$ cat config.mk
export PLATFORM = sky130hd
export DESIGN_NAME = huc_sram_ctrl
export DESIGN_NICKNAME = d
export VERILOG_FILES = /design/src/rtl/huc_pkg.sv /design/src/rtl/huc_req_det.sv /design/src/rtl/huc_sram_ctrl.sv
export SDC_FILE = /design/constraint.sdc
export NUM_CORES = 1
export LEC_CHECK = 0
export CAP_MARGIN = 25
export CORE_MARGIN = 10
export CORE_UTILIZATION = 42
export CTS_CLUSTER_SIZE = 24
export DETAILED_ROUTE_END_ITERATION = 8
export PLACE_DENSITY = 0.82
export SYNTH_ARGS = -nofsm -noshare
export SYNTH_HDL_FRONTEND = slang
export SYNTH_SLANG_ARGS = --single-unit
$ cat constraint.sdc
create_clock -name clk -period 2.2 [get_ports clk]
set_input_delay 0.22 -clock clk [delete_from_list [all_inputs] [get_ports clk]]
set_output_delay 0.22 -clock clk [all_outputs]
set_load 0.01 [all_outputs]
$ cat src/rtl/huc_pkg.sv
// huc_pkg: types shared by the HuCard memory-side blocks.
//   MemCtrl - request bundle driven by the mappers (rom/ram channels)
//   SramSt  - state of the timed SRAM/PSRAM access sequencer
//   max3    - elaboration helper used to size wait counters
package huc_pkg;

    localparam int MEM_AW = 24;

    typedef struct packed {
        logic [MEM_AW-1:0] addr;
        logic [7:0]        dati;
        logic              ce;     // chip select
        logic              ce2;    // cycle strobe, a rising edge starts a request
        logic              oe;
        logic              we;
    } MemCtrl;

    typedef enum logic [1:0] {IDLE, RD, WR, REC} SramSt;

    function automatic int max3(input int a, input int b, input int c);
        int m;
        m = (a > b) ? a : b;
        return (m > c) ? m : c;
    endfunction

endpackage

$ cat src/rtl/huc_req_det.sv
// huc_req_det: request detector with a one-deep pending slot.
//   clk, rst  - clock, asynchronous active-high reset
//   mem       - mapper request bundle (synchronous to clk)
//   req_take  - sequencer accepts the presented request this cycle
//   req_vld   - a request is presented (pending slot first, else a fresh start)
//   req_wr    - presented request is a write
//   req_addr  - presented request address
//   req_dat   - presented request write data
module huc_req_det
    import huc_pkg::*;
(
    input  logic              clk,
    input  logic              rst,
    input  MemCtrl            mem,
    input  logic              req_take,
    output logic              req_vld,
    output logic              req_wr,
    output logic [MEM_AW-1:0] req_addr,
    output logic [7:0]        req_dat
);

    logic              ce2_d;
    logic              start;
    logic              pend_vld;
    logic              pend_wr;
    logic [MEM_AW-1:0] pend_addr;
    logic [7:0]        pend_dat;

    // ce2_d tracks ce2 regardless of ce, so a ce2 level that rose while
    // deselected can never start an access later.
    assign start = mem.ce2 & ~ce2_d & mem.ce & (mem.we | mem.oe);

    assign req_vld  = pend_vld | start;
    assign req_wr   = pend_vld ? pend_wr   : mem.we;
    assign req_addr = pend_vld ? pend_addr : mem.addr;
    assign req_dat  = pend_vld ? pend_dat  : mem.dati;

    always_ff @(posedge clk or posedge rst) begin
        if (rst) begin
            ce2_d     <= 1'b0;
            pend_vld  <= 1'b0;
            pend_wr   <= 1'b0;
            pend_addr <= '0;
            pend_dat  <= '0;
        end else begin
            ce2_d <= mem.ce2;
            // A start is parked when it cannot go straight in: either the
            // sequencer is not taking, or it is taking the older pending one.
            // Parking over a full slot overwrites it (last request wins).
            if (start && (pend_vld || !req_take)) begin
                pend_vld  <= 1'b1;
                pend_wr   <= mem.we;
                pend_addr <= mem.addr;
                pend_dat  <= mem.dati;
            end else if (req_take) begin
                pend_vld  <= 1'b0;
            end
        end
    end

endmodule

$ cat src/rtl/huc_sram_ctrl.sv
// huc_sram_ctrl: turns each mapper request into one timed async SRAM/PSRAM
// cycle and returns read data.
//   clk, rst    - clock, asynchronous active-high reset
//   mem         - mapper request bundle
//   dato        - last read data, held until the next read completes
//   busy        - access or recovery in progress
//   sram_addr   - registered pad address, stable for the whole access
//   sram_dq_i   - data from the pads
//   sram_dq_o   - data to the pads
//   sram_dq_oe  - pad driver enable
//   sram_ce_n   - chip enable, active-low
//   sram_oe_n   - output enable, active-low
//   sram_we_n   - write enable, active-low
module huc_sram_ctrl
    import huc_pkg::*;
#(
    parameter int AW      = 22,
    parameter int RD_WAIT = 4,
    parameter int WR_WAIT = 4,
    parameter int REC_CYC = 1
) (
    input  logic          clk,
    input  logic          rst,
    input  MemCtrl        mem,
    output logic [7:0]    dato,
    output logic          busy,
    output logic [AW-1:0] sram_addr,
    input  logic [7:0]    sram_dq_i,
    output logic [7:0]    sram_dq_o,
    output logic          sram_dq_oe,
    output logic          sram_ce_n,
    output logic          sram_oe_n,
    output logic          sram_we_n
);

    localparam int CW = $clog2(max3(RD_WAIT, WR_WAIT, REC_CYC) + 1);
    localparam logic [CW-1:0] RD_LD  = CW'(RD_WAIT - 1);
    localparam logic [CW-1:0] WR_LD  = CW'(WR_WAIT - 1);
    localparam logic [CW-1:0] REC_LD = CW'(REC_CYC - 1);

    SramSt              state;
    logic [CW-1:0]      cnt;
    logic               take;
    logic               req_vld;
    logic               req_wr;
    logic [MEM_AW-1:0]  req_addr;
    logic [7:0]         req_dat;

    huc_req_det u_req_det (
        .clk      (clk),
        .rst      (rst),
        .mem      (mem),
        .req_take (take),
        .req_vld  (req_vld),
        .req_wr   (req_wr),
        .req_addr (req_addr),
        .req_dat  (req_dat)
    );

    // New access may begin from IDLE or on the last recovery cycle, which
    // gives back-to-back accesses without an idle bubble.
    assign take = req_vld && ((state == IDLE) || ((state == REC) && (cnt == '0)));
    assign busy = (state != IDLE);

    always_ff @(posedge clk or posedge rst) begin
        if (rst) begin
            state      <= IDLE;
            cnt        <= '0;
            dato       <= 8'hFF;
            sram_addr  <= '0;
            sram_dq_o  <= '0;
            sram_dq_oe <= 1'b0;
            sram_ce_n  <= 1'b1;
            sram_oe_n  <= 1'b1;
            sram_we_n  <= 1'b1;
        end else if (take) begin
            state      <= req_wr ? WR : RD;
            cnt        <= req_wr ? WR_LD : RD_LD;
            sram_addr  <= AW'(req_addr);
            sram_ce_n  <= 1'b0;
            sram_oe_n  <= req_wr;
            sram_we_n  <= ~req_wr;
            sram_dq_oe <= req_wr;
            if (req_wr)
                sram_dq_o <= req_dat;
        end else begin
            case (state)
                IDLE: ;
                RD: begin
                    if (cnt == '0) begin
                        dato      <= sram_dq_i;
                        state     <= REC;
                        cnt       <= REC_LD;
                        sram_ce_n <= 1'b1;
                        sram_oe_n <= 1'b1;
                    end else begin
                        cnt <= cnt - 1'b1;
                    end
                end
                WR: begin
                    // dq stays driven into recovery for data hold time
                    if (cnt == '0) begin
                        state     <= REC;
                        cnt       <= REC_LD;
                        sram_ce_n <= 1'b1;
                        sram_we_n <= 1'b1;
                    end else begin
                        cnt <= cnt - 1'b1;
                    end
                end
                REC: begin
                    if (cnt == '0) begin
                        state      <= IDLE;
                        sram_dq_oe <= 1'b0;
                    end else begin
                        cnt <= cnt - 1'b1;
                    end
                end
                default: state <= IDLE;
            endcase
        end
    end

endmodule

### Yosys cells after proc, flatten, opt, wreduce, memory -nomap -nowiden

Index checks and enable logic that the tools add are counted.

| word-level totals | value |
|---|---|
| bits in registers | 80 |
| memory bits (read-only) | 0 |
| bits of input ports | 46 |
| memory bits (writable) | 0 |
| logic and storage cells | 78 |
| memories kept | 0 |
| output and inout port bits | 43 |
| bits in latches | 0 |

| cells by class | value |
|---|---|
| add/subtract/negate cells | 1 |
| $lt $le $gt $ge | 0 |
| div/mod/pow operators | 0 |
| eq/ne operators | 6 |
| bitwise logic cells | 8 |
| reduce and logical (&&, ||, !) cells | 25 |
| shift operators | 0 |
| $mul | 0 |
| mux-type cells | 24 |

Operator list:

| cell | count |
|---|---|
| 2-to-1 mux 22 bit | 1 |
| nonzero test 2 bit | 7 |
| 2-to-1 mux 1 bit | 13 |
| AND reduction 2 bit | 6 |
| 2-to-1 mux 3 bit | 3 |
| 2-to-1 mux 2 bit | 4 |
| 2-to-1 mux 8 bit | 1 |
| inequality test 3 x 1 -> 1 bit, second input constant | 2 |
| case mux 3 bit (2 select lines) | 1 |
| AND reduction 3 bit | 2 |
| == test 2 bit, second input constant | 2 |
| case mux 2 bit (2 select lines) | 1 |
| AND 1 bit | 3 |
| logical AND 1 bit | 3 |
| zero test 3 bit | 1 |
| inequality test 3 x 2 -> 1 bit, second input constant | 1 |
| inverter 1 bit | 3 |
| nonzero test 3 bit | 1 |
| subtractor 3 x 1 -> 3 bit, second input constant | 1 |
| == test 2 x 1 -> 1 bit, second input constant | 1 |
| zero test 2 bit | 1 |
| logical OR 1 bit | 2 |
| bitwise OR 1 bit | 2 |
| OR reduction 2 bit | 1 |
| zero test 1 bit | 1 |

### Logic depth before layout (Yosys ltp)

Gate-level depths: netlist (run 1).

| logic depth | value |
|---|---|
| depth after elaboration | 10 |
| depth in mapped cells | 7 |
| depth with buffers taken out | 6 |

### Cells and area by module

A second synthesis (run 1) with hierarchy kept.

| second synthesis, totals | value |
|---|---|
| cells, all modules | 250 |
| area, all modules | 3788.6 um2 |

By module, submodules not included:

| module | area each (um2) | cells an instance | seq. area each (um2) | times used |
|---|---|---|---|---|
| huc_sram_ctrl | 2044.5 | 134 | 1189.9 | 1 |
| huc_req_det | 1744.2 | 116 | 875.8 | 1 |

### Least setup slack after synthesis (run 1)

Ideal clock, no wire load.

| timing path | value |
|---|---|
| path type | flip-flop to flip-flop |
| start point | reg cnt[0] |
| end point | reg u_req_det.pend_addr[0] |
| slack | 0.240 ns |
| setup time | 0.125 ns |
| arrival time | 1.835 ns |
| stages on the path, launching flop included | 8 |
| clock period less this slack | 1.960 ns |
| data required time | 2.075 ns |
| path buffers | 1 |
| cell sequence | dfrtp_1 > inv_1 > ha_1 > ha_1 > a21o_1 > a211o_1 > buf_6 > mux2_4 |

| on the way | value |
|---|---|
| longest elaborated chain between the ends | 7 |

RTL lines:

| what | RTL line | RTL |
|---|---|---|
| start, declared | huc_sram_ctrl.sv:42 | `logic [CW-1:0] cnt;` |
| start signal, assigned | huc_sram_ctrl.sv:78 | `cnt <= req_wr ? WR_LD : RD_LD;` |
| start signal, assigned | huc_sram_ctrl.sv:97 | `cnt <= cnt - 1'b1;` |
| start signal, assigned | huc_sram_ctrl.sv:108 | `cnt <= cnt - 1'b1;` |
| zero test 3 bit | huc_sram_ctrl.sv:62 | `assign take = req_vld && ((state == IDLE) \|\| ((state == REC) && (cnt == '0)));` |
| logical AND 1 bit | huc_sram_ctrl.sv:62 |  |
| logical OR 1 bit | huc_sram_ctrl.sv:62 |  |
| logical AND 1 bit | huc_sram_ctrl.sv:62 |  |
| zero test 1 bit | huc_req_det.sv:50 | `if (start && (pend_vld \|\| !req_take)) begin` |
| logical OR 1 bit | huc_req_det.sv:50 |  |
| logical AND 1 bit | huc_req_det.sv:50 |  |
| end signal, assigned | huc_req_det.sv:53 | `pend_addr <= mem.addr;` |
| end, declared | huc_req_det.sv:26 | `logic [MEM_AW-1:0] pend_addr;` |

Every way passes these cells.
A chain may end at the register's enable or synchronous reset.

### Final worst setup path (run 1)

| timing path | value |
|---|---|
| start point | reg cnt[0] |
| end point | reg u_req_det.pend_addr[7] |

Same word-level chain as after synthesis.

==> flow_metrics.tcl, run 1 <==
set metrics [dict create \
    post_synth_num_cell_types 35 \
    leak_pwr_nw 2.19 \
    post_synth.cell_area_avg_um2 14.5 \
    post_route_cells_drive_above_1_share 0.351 \
    clock_latency_ps 340 \
    postcts_setup_bufs 0 \
    die_footprint_um2 13200 \
    finalWeightedCongestion 0.773 \
    initial_core_util 0.433 \
    cts_resized 0 \
    timing_hold_violations_final 0 \
    timing.setup.critical_path_class "register to register" \
    routed_wire_length_per_instance_um 17.9 \
    yosysTopAreaCellShare 0.457 \
    cells_after_synth 261 \
    vias 2359 \
    drt_iter0_markers 58 \
    timing.final.max_slew_violations 0 \
    yosys_warnings 0 \
    antenna_found_initial 0 \
    final.period_utilization 0.931 \
    num_io_pins 89 \
    cts_tree "yes" \
    finalCriticalPeriod_ps 2050 \
    synth_ff_type "dfrtp_1" \
    grt_pass1_wl_um 14000 \
    clock_skew_ps 11.4 \
    worst-slew-pin-transition_ps 417 \
    die-width_um 115 \
    synthTopCellsByCount "dfrtp_1 (69), mux2_2 (54), mux2_4 (30)" \
    ys_seq_elements 80 \
    nNetsFinal 407 \
    synth_most_common_cell "dfrtp_1" \
    global_route.usage.total 0.130 \
    synth_async_sr_flop_share 1.00 \
    number_of_enable_type_register_cells_in_the_synthesized_netlist 0 \
    max_clock_freq_mhz 488 \
    synthesis.area_um2 3770 \
    cts-hold-fix-buffers 0 \
    cp-start-kind "register" \
    drt_wl_total_um 8360 \
    max_slew_headroom 0.722 \
    grt_max_degree 81 \
    drt_pre_antenna_iters 4 \
    root_buffer "clkbuf_8" \
    timing.setup.tns_ps 0 \
    gr-total-overflow 0 \
    netlist.top_cell.by_area "dfrtp_1" \
    worst-endpoint-arrival_ps 2280 \
    core_area_um2 8720 \
    rsz0062_at_grt "no" \
    first_global_vias 2725 \
    clock_buffer_count_from_cts 9 \
    endpoint_kind "register" \
    antennaDiodeCount 0 \
    tritoncts_num_sinks 80 \
    number_of_drc_violations_after_detailed_routing 0 \
    setup_viol 0 \
    cp.required_ps 2430 \
    clkSlewWorstSetupHoldPaths_ps 80 \
    power.density_nw_per_um2 1340 \
    cap_viol_max_count 0 \
    synth_sequential_area_ratio 0.534 \
    viasPerCell 5.05 \
    worst_hold_path_type "primary input to asynchronous set/reset pin" \
    synth_nets 314 \
    ir_drop_uv 598 \
    post-dp-hpwl_um 5880 \
    netlist_top_cells_area "dfrtp_1 (46%), mux2_2 (16%), mux2_4 (12%)" \
    antenna_violating_nets_post_route 0 \
    core.rowCount 34 \
    run_status "finished clean" \
    die_y_um 115 \
    count_of_h_tree_levels_built_during_cts 3 \
    area.growth.synth_to_final_pct 31.2 \
    io_buffer_count 86 \
    cts_buffer_depth 2 \
    report.power.total_w 0.00666 \
    critPathMaxFanout 13 \
]
critical path, cell delays in order (launching register included):
cell and delay (ps):
dfrtp_1 370, inv_1 50, ha_1 210, ha_1 210, a21o_1 180, a211o_2 360, buf_4 230, mux2_4 330
logic make-up after synthesis:
family	after synthesis	synth area share
flip-flops	80	0.534
multiplexers	93	0.307
buffers and inverters	22	0.0335
AND/OR/NAND/NOR	30	0.0414
adder cells (fa/ha/maj)	8	0.0259
AO/OA/AOI/OAI	28	0.0583
power breakdown:
group / switching [W] / internal [W]
sequential: 0.000415 / 0.00227
combinational: 0.00116 / 0.00188
clock: 0.000527 / 0.000409
total: 0.00210 / 0.00455
metrics by stage:
| stage | instance area, um2 | std cells | setup WS [ps] | hold WS [ps] | utilization |
|---|---|---|---|---|---|
| floorplan | 3780 | 261 | 240 | 251 | - |
| global placement | 4790 | 451 | 201 | 460 | 0.549 |
| detailed placement | 4790 | 451 | 155 | 478 | 0.549 |
| CTS | 4950 | 467 | 143 | 356 | 0.568 |
| global route | 4950 | 467 | 58.7 | 370 | 0.568 |
| finish | 4950 | 467 | 153 | 347 | 0.568 |
cell type report:
class                           instances  area [um2]
Sequential cell                        80        2020
Tap cell                              108         135
Clock inverter                          5        33.8
Clock buffer                           11         131
Timing Repair Buffer                   95         966
Inverter                                9        37.5
Fill cell                             711        3770
Multi-Input combinational cell        159        1630
layer usage:
| layer | GRT usage | vias up | share of wire |
|---|---|---|---|
| met2 | 0.216 | 54 | 0.50 |
| met4 | 0.0429 | 0 | 0.0077 |
| met5 | 0 | - | 0 |
| met3 | 0.0479 | 7 | 0.067 |
| li1 | - | 1108 | - |
| met1 | 0.152 | 1190 | 0.43 |
registers in the layout, summed over array words and instances, names as in the netlist:
name                 cells
u_req_det.pend_dat       8
u_req_det.ce2_d          1
state                    2
u_req_det.pend_vld       1
sram_oe_n                1
sram_dq_oe               1
u_req_det.pend_addr     22
cnt                      3
sram_dq_o                8
sram_addr               22
dato                     8
u_req_det.pend_wr        1
sram_we_n                1
sram_ce_n                1
final timing paths:
kind | cells past startpoint | start | end | slack (ps)
setup / recovery | 7 | cnt[0] | u_req_det.pend_addr[7] | 150
hold / removal | 3 | rst | u_req_det.pend_addr[4] | 350
setup reg to reg | 7 | cnt[0] | u_req_det.pend_addr[7] | 150
hold reg to reg | 2 | dato[7] | dato[7] | 480
max in group asynchronous | 3 | rst | sram_ce_n | 1520
min in group clk | 1 | mem[2] | u_req_det.ce2_d | 400
placed cells by master (no fill, tap or decap), types with 2 or more instances in the layout:
cell	instances
a21oi_1	2
inv_1	8
clkbuf_8	9
clkinv_2	2
buf_4	6
o22ai_1	8
o21bai_1	3
dfstp_2	11
clkbuf_1	2
nor2_1	5
dfrtp_1	69
o21a_1	2
a211o_1	3
o21ai_0	2
and2_1	2
mux2_1	8
buf_12	3
nand2_1	18
clkinvlp_4	3
clkdlybuf4s50_1	86
mux2_4	30
ha_1	7
mux2_2	54
Power figures use the tool's default switching activity.
==> run 2: changes to the inputs <==
- PLACE_DENSITY: 0.82 -> 0.79
- clock period: 2.2 -> 2.35 ns (I/O delays scaled with it)
==> run 2 against run 1 <==
Clock skew increased by 1.4 ps. Sequential cell count unchanged. Clock power increased by 15%. Non-clock buffer count increased by 3. Global-route usage about the same. Setup slack improved by 85 ps. Wire length decreased by 1.8%. Combinational power decreased by 5%. Largest cell class unchanged.
==> flow_metrics.tcl, run 2 (synthesis results as in run 1) <==
set metrics [dict create \
    finish.instance_area_um2 5040 \
    report.power.total_w 0.00645 \
    root_buffer "clkbuf_8" \
    drt_pre_antenna_iters 4 \
    num_io_pins 89 \
    post-dp-hpwl_um 5890 \
    filler_cell_count 720 \
    max_clock_freq_mhz 473 \
    initial_core_util 0.433 \
    antennaDiodeCount 0 \
    tritoncts_num_sinks 80 \
    cp.required_ps 2570 \
    cp-start-kind "register" \
    postcts_setup_bufs 0 \
    clock_buffer_count_from_cts 9 \
    antenna_violating_nets_post_route 0 \
    start_point_of_the_critical_path "cnt[0]" \
    timing.setup.tns_ps 0 \
    die_footprint_um2 13200 \
    grt_max_degree 32 \
    io_buffer_count 86 \
    timing.final.max_slew_violations 0 \
    first_global_vias 2714 \
    antenna_found_initial 0 \
    critPathMaxFanout 23 \
    ir_drop_uv 657 \
    final.period_utilization 0.899 \
    layout_top_registers "sram_addr (22), u_req_det.pend_addr (22)" \
    global_route.usage.total 0.130 \
    timing.setup.critical_path_class "register to register" \
    dpl_worst_slack_ps 1.30 \
    cap_viol_max_count 0 \
    drt_iter0_markers 54 \
    clock_skew_ps 12.8 \
    viasPerCell 5.03 \
    max_slew_headroom 0.549 \
    leak_pwr_nw 2.23 \
    routed_wire_length_per_instance_um 17.5 \
    finalCriticalPeriod_ps 2110 \
    highest_count_cells_in_the_layout_ignoring_fill_and_taps "clkdlybuf4s50_1 (86), dfrtp_1 (69), mux2_2 (54)" \
    power.density_nw_per_um2 1280 \
    setup_viol 0 \
    grt_pass1_wl_um 13700 \
    timing_hold_violations_final 0 \
    worstRegToRegCells 8 \
    timing.critical_path.to "sram_addr[20]" \
    core.rowCount 34 \
    clkSlewWorstSetupHoldPaths_ps 90 \
    post_route_cells_drive_above_1_share 0.360 \
    clock_latency_ps 340 \
    worst_hold_path_type "primary input to asynchronous set/reset pin" \
    cts-hold-fix-buffers 0 \
    cts_buffer_depth 2 \
    nNetsFinal 410 \
    drt_wl_total_um 8220 \
    fin_ws_ps 238 \
    cts_tree "yes" \
    endpoint_kind "register" \
    postPlaceCellArea_um2 4820 \
    worst-slew-pin-transition_ps 674 \
    run_status "finished clean" \
    final_common_cell "clkdlybuf4s50_1" \
    rsz0062_at_grt "no" \
    area.growth.synth_to_final_pct 33.4 \
    number_of_drc_violations_after_detailed_routing 0 \
    reg2reg_from "cnt[0]" \
    core_area_um2 8720 \
    die-width_um 115 \
    timing.rr.end "sram_addr[20]" \
    worst-endpoint-arrival_ps 2330 \
    timing.reg2reg.setup_slack_ps 240 \
    count_of_h_tree_levels_built_during_cts 3 \
    die_y_um 115 \
    finalWeightedCongestion 0.733 \
    gr-total-overflow 0 \
    vias 2361 \
    finalCoreUtilization 0.578 \
]
run 2: changes by cell type in the layout (fill, tap and decap cells not counted):
cell and change:
a211oi_2 -1, bufinv_16 +2, buf_4 +2, clkinv_4 -1, clkinv_2 +1, buf_12 +1
clkbuf_1 -2, clkinvlp_4 -1, a211oi_4 +1
run 2: cell type report:
| type | instances | area [um2] | area share |
|---|---|---|---|
| clock buffers | 9 | 124 | 0.0246 |
| clock inverters | 6 | 85.1 | 0.0169 |
| flip-flops and latches | 80 | 2020 | 0.400 |
| inverters | 9 | 35.0 | 0.00695 |
| multi-input cells | 159 | 1640 | 0.326 |
| repair buffers | 98 | 1000 | 0.199 |
| well taps | 108 | 135 | 0.0268 |
run 2: timing repair:
action	CTS	global route
endpoints found under the setup margin	8	0
gates resized for setup	1	0
hold endpoints to repair	0	0
run 2: metal layers:
metal	vias to the layer above	track usage	share of wire
met5	-	0	0
met1	1189	0.149	0.41
met3	4	0.0453	0.057
li1	1113	-	-
met4	0	0.0429	0.0085
met2	55	0.223	0.52
run 2: worst min-delay path by stage:
stage                 endpoint  cells after the start  slack (ps)    start
3_5_place_dp           dato[7]                      2         470  dato[7]
5_1_grt           sram_addr[0]                      2         270      rst
3_3_place_gp           dato[7]                      2         460  dato[7]
6_report          sram_addr[0]                      2         250      rst
2_1_floorplan  u_req_det.ce2_d                      0         270   mem[2]
4_1_cts           sram_addr[0]                      2         260      rst
run 2: per-stage QoR:
step,hold WS [ps],instances
global route,268,469
CTS,260,469
finish,253,469
detailed placement,469,454
floorplan,266,261
global placement,458,454
run 2: worst max-delay path, stage by stage (launching register included):
cell and delay [ps]:
dfrtp_1 410, inv_1 70, ha_1 170, ha_1 260
a21oi_2 110, buf_4 170, a211oi_4 230, buf_12 230
mux2_2 350
run 2: power by group:
| part | total [W] | internal (W) | switching [W] |
|---|---|---|---|
| logic | 0.00289 | 0.00178 | 0.00111 |
| registers | 0.00248 | 0.00212 | 0.000359 |
| clock network | 0.00108 | 0.000589 | 0.000491 |
==> run 3: changes to the inputs <==
- GPL_TIMING_DRIVEN: unset -> 0
==> run 3 against run 2 <==
Power decreased by 0.68%. Die area unchanged. Non-clock buffer count increased by 4. Critical endpoint is now sram_addr[15]. Highest routed layer unchanged.
==> flow_metrics.tcl, run 3 (synthesis results as in run 1) <==
set metrics [dict create \
    run_status "finished clean" \
    core_area_um2 8720 \
    antenna_found_initial 0 \
    clock_latency_ps 350 \
    timing.setup.tns_ps 0 \
    leak_pwr_nw 2.23 \
    multiInputGateArea_um2 1630 \
    finalCriticalPeriod_ps 2170 \
    max_slew_headroom 0.591 \
    cts_tree "yes" \
    postPlaceCellArea_um2 4800 \
    final.hold.worst_slack_ps 237 \
    post_route_cells_drive_above_1_share 0.352 \
    antennaDiodeCount 0 \
    drt_iter0_markers 49 \
    filler_cell_count 709 \
    timing.reg2reg.setup_slack_ps 180 \
    power.density_nw_per_um2 1270 \
    die-width_um 115 \
    timing_hold_violations_final 0 \
    grt_pass1_wl_um 13800 \
    final_common_cell "clkdlybuf4s50_1" \
    critPathMaxFanout 10 \
    io_buffer_count 86 \
    gr-total-overflow 0 \
    antenna_violating_nets_post_route 0 \
    setup_viol 0 \
    reg2reg_from "cnt[0]" \
    cts_buffer_depth 2 \
    die_y_um 115 \
    highest_count_cells_in_the_layout_ignoring_fill_and_taps "clkdlybuf4s50_1 (86), dfrtp_1 (69), mux2_2 (54)" \
    finish.instance_area_um2 5030 \
    first_global_vias 2684 \
    num_io_pins 89 \
    max_clock_freq_mhz 460 \
    grt_max_degree 50 \
    post-dp-hpwl_um 6180 \
    ir_drop_uv 636 \
    clock_skew_ps 12.4 \
    cp-start-kind "register" \
    nNetsFinal 414 \
    global_route.usage.total 0.130 \
    finalWeightedCongestion 0.748 \
    drt_wl_total_um 8370 \
    clkSlewWorstSetupHoldPaths_ps 80 \
    worstRegToRegCells 8 \
    timing.setup.critical_path_class "register to register" \
    number_of_drc_violations_after_detailed_routing 0 \
    finalCoreUtilization 0.577 \
    clock_buffer_count_from_cts 9 \
    cts-hold-fix-buffers 0 \
    die_footprint_um2 13200 \
    ff_latch_area_um2 2020 \
    count_of_h_tree_levels_built_during_cts 3 \
    worst_hold_path_type "primary input to asynchronous set/reset pin" \
    layout_top_registers "sram_addr (22), u_req_det.pend_addr (22)" \
    routed_wire_length_per_instance_um 17.7 \
    vias 2376 \
    timing.rr.end "sram_addr[15]" \
    cap_viol_max_count 0 \
    dpl_worst_slack_ps 47.6 \
    timing.final.max_slew_violations 0 \
    viasPerCell 5.01 \
    fin_ws_ps 176 \
    cp.required_ps 2580 \
    drt_pre_antenna_iters 4 \
    worst-endpoint-arrival_ps 2410 \
    area.growth.synth_to_final_pct 33.3 \
    endpoint_kind "register" \
    final.period_utilization 0.925 \
    tritoncts_num_sinks 80 \
    rsz0062_at_grt "no" \
    initial_core_util 0.433 \
    core.rowCount 34 \
    worst-slew-pin-transition_ps 614 \
    root_buffer "clkbuf_8" \
]
run 3: changes by cell type in the layout (fill, tap and decap cells not counted), moves of 2 or more:
| cell | before | now |
|---|---|---|
| buf_4 | 8 | 2 |
| buf_6 | 0 | 5 |
| buf_1 | 0 | 4 |
| buf_12 | 4 | 1 |
| buf_2 | 0 | 2 |
| clkinv_2 | 3 | 1 |
run 3: timing repair:
item / CTS / global route
endpoints found under the hold margin: 0 / 0
setup endpoints to repair: 0 / 17
setup buffers: 0 / 2
gates resized for setup: 0 / 0
run 3: power by group:
part,internal (W),switching [W]
registers,0.00212,0.000358
clock network,0.000524,0.000527
logic,0.00177,0.00111
run 3: worst max-delay path by stage:
| stage | startpoint | end | cells after the start |
|---|---|---|---|
| final | cnt[0] | sram_addr[15] | 8 |
| after global routing | cnt[0] | dato[7] | 7 |
| after CTS | cnt[0] | sram_addr[15] | 7 |
| after detailed placement | cnt[0] | sram_addr[8] | 7 |
| after global placement | rst | state[1] | 2 |
| after floorplan | rst | cnt[0] | 1 |
run 3: layout make-up:
| cell class | instances | area share |
|---|---|---|
| Buffer | 13 | 0.0184 |
| Inverter | 9 | 0.00721 |
| Timing Repair Buffer | 89 | 0.182 |
| Multi-Input combinational cell | 159 | 0.324 |
| Tap cell | 108 | 0.0268 |
| Clock inverter | 6 | 0.0134 |
| Sequential cell | 80 | 0.400 |
| Clock buffer | 10 | 0.0273 |
run 3: worst max-delay path, stage by stage (launching register included):
cell      delay (ps)
dfrtp_1          400
inv_1             60
ha_1             160
ha_1             340
a21oi_2          170
a211oi_4         280
buf_12           160
buf_6            150
mux2_2           340
run 3: layer usage:
| metal | global-route usage | part of all wire | up-vias |
|---|---|---|---|
| met5 | 0 | 0 | - |
| met4 | 0.0396 | 0.012 | 0 |
| met3 | 0.0427 | 0.050 | 7 |
| met2 | 0.210 | 0.50 | 52 |
| met1 | 0.161 | 0.43 | 1195 |
| li1 | - | - | 1122 |
run 3: through the flow:
step / instances / total power [W]
2_1_floorplan: 261 / 0.00419
3_3_place_gp: 455 / 0.00526
3_5_place_dp: 456 / 0.00540
4_1_cts: 472 / 0.00647
5_1_grt: 474 / 0.00685
6_report: 474 / 0.00641
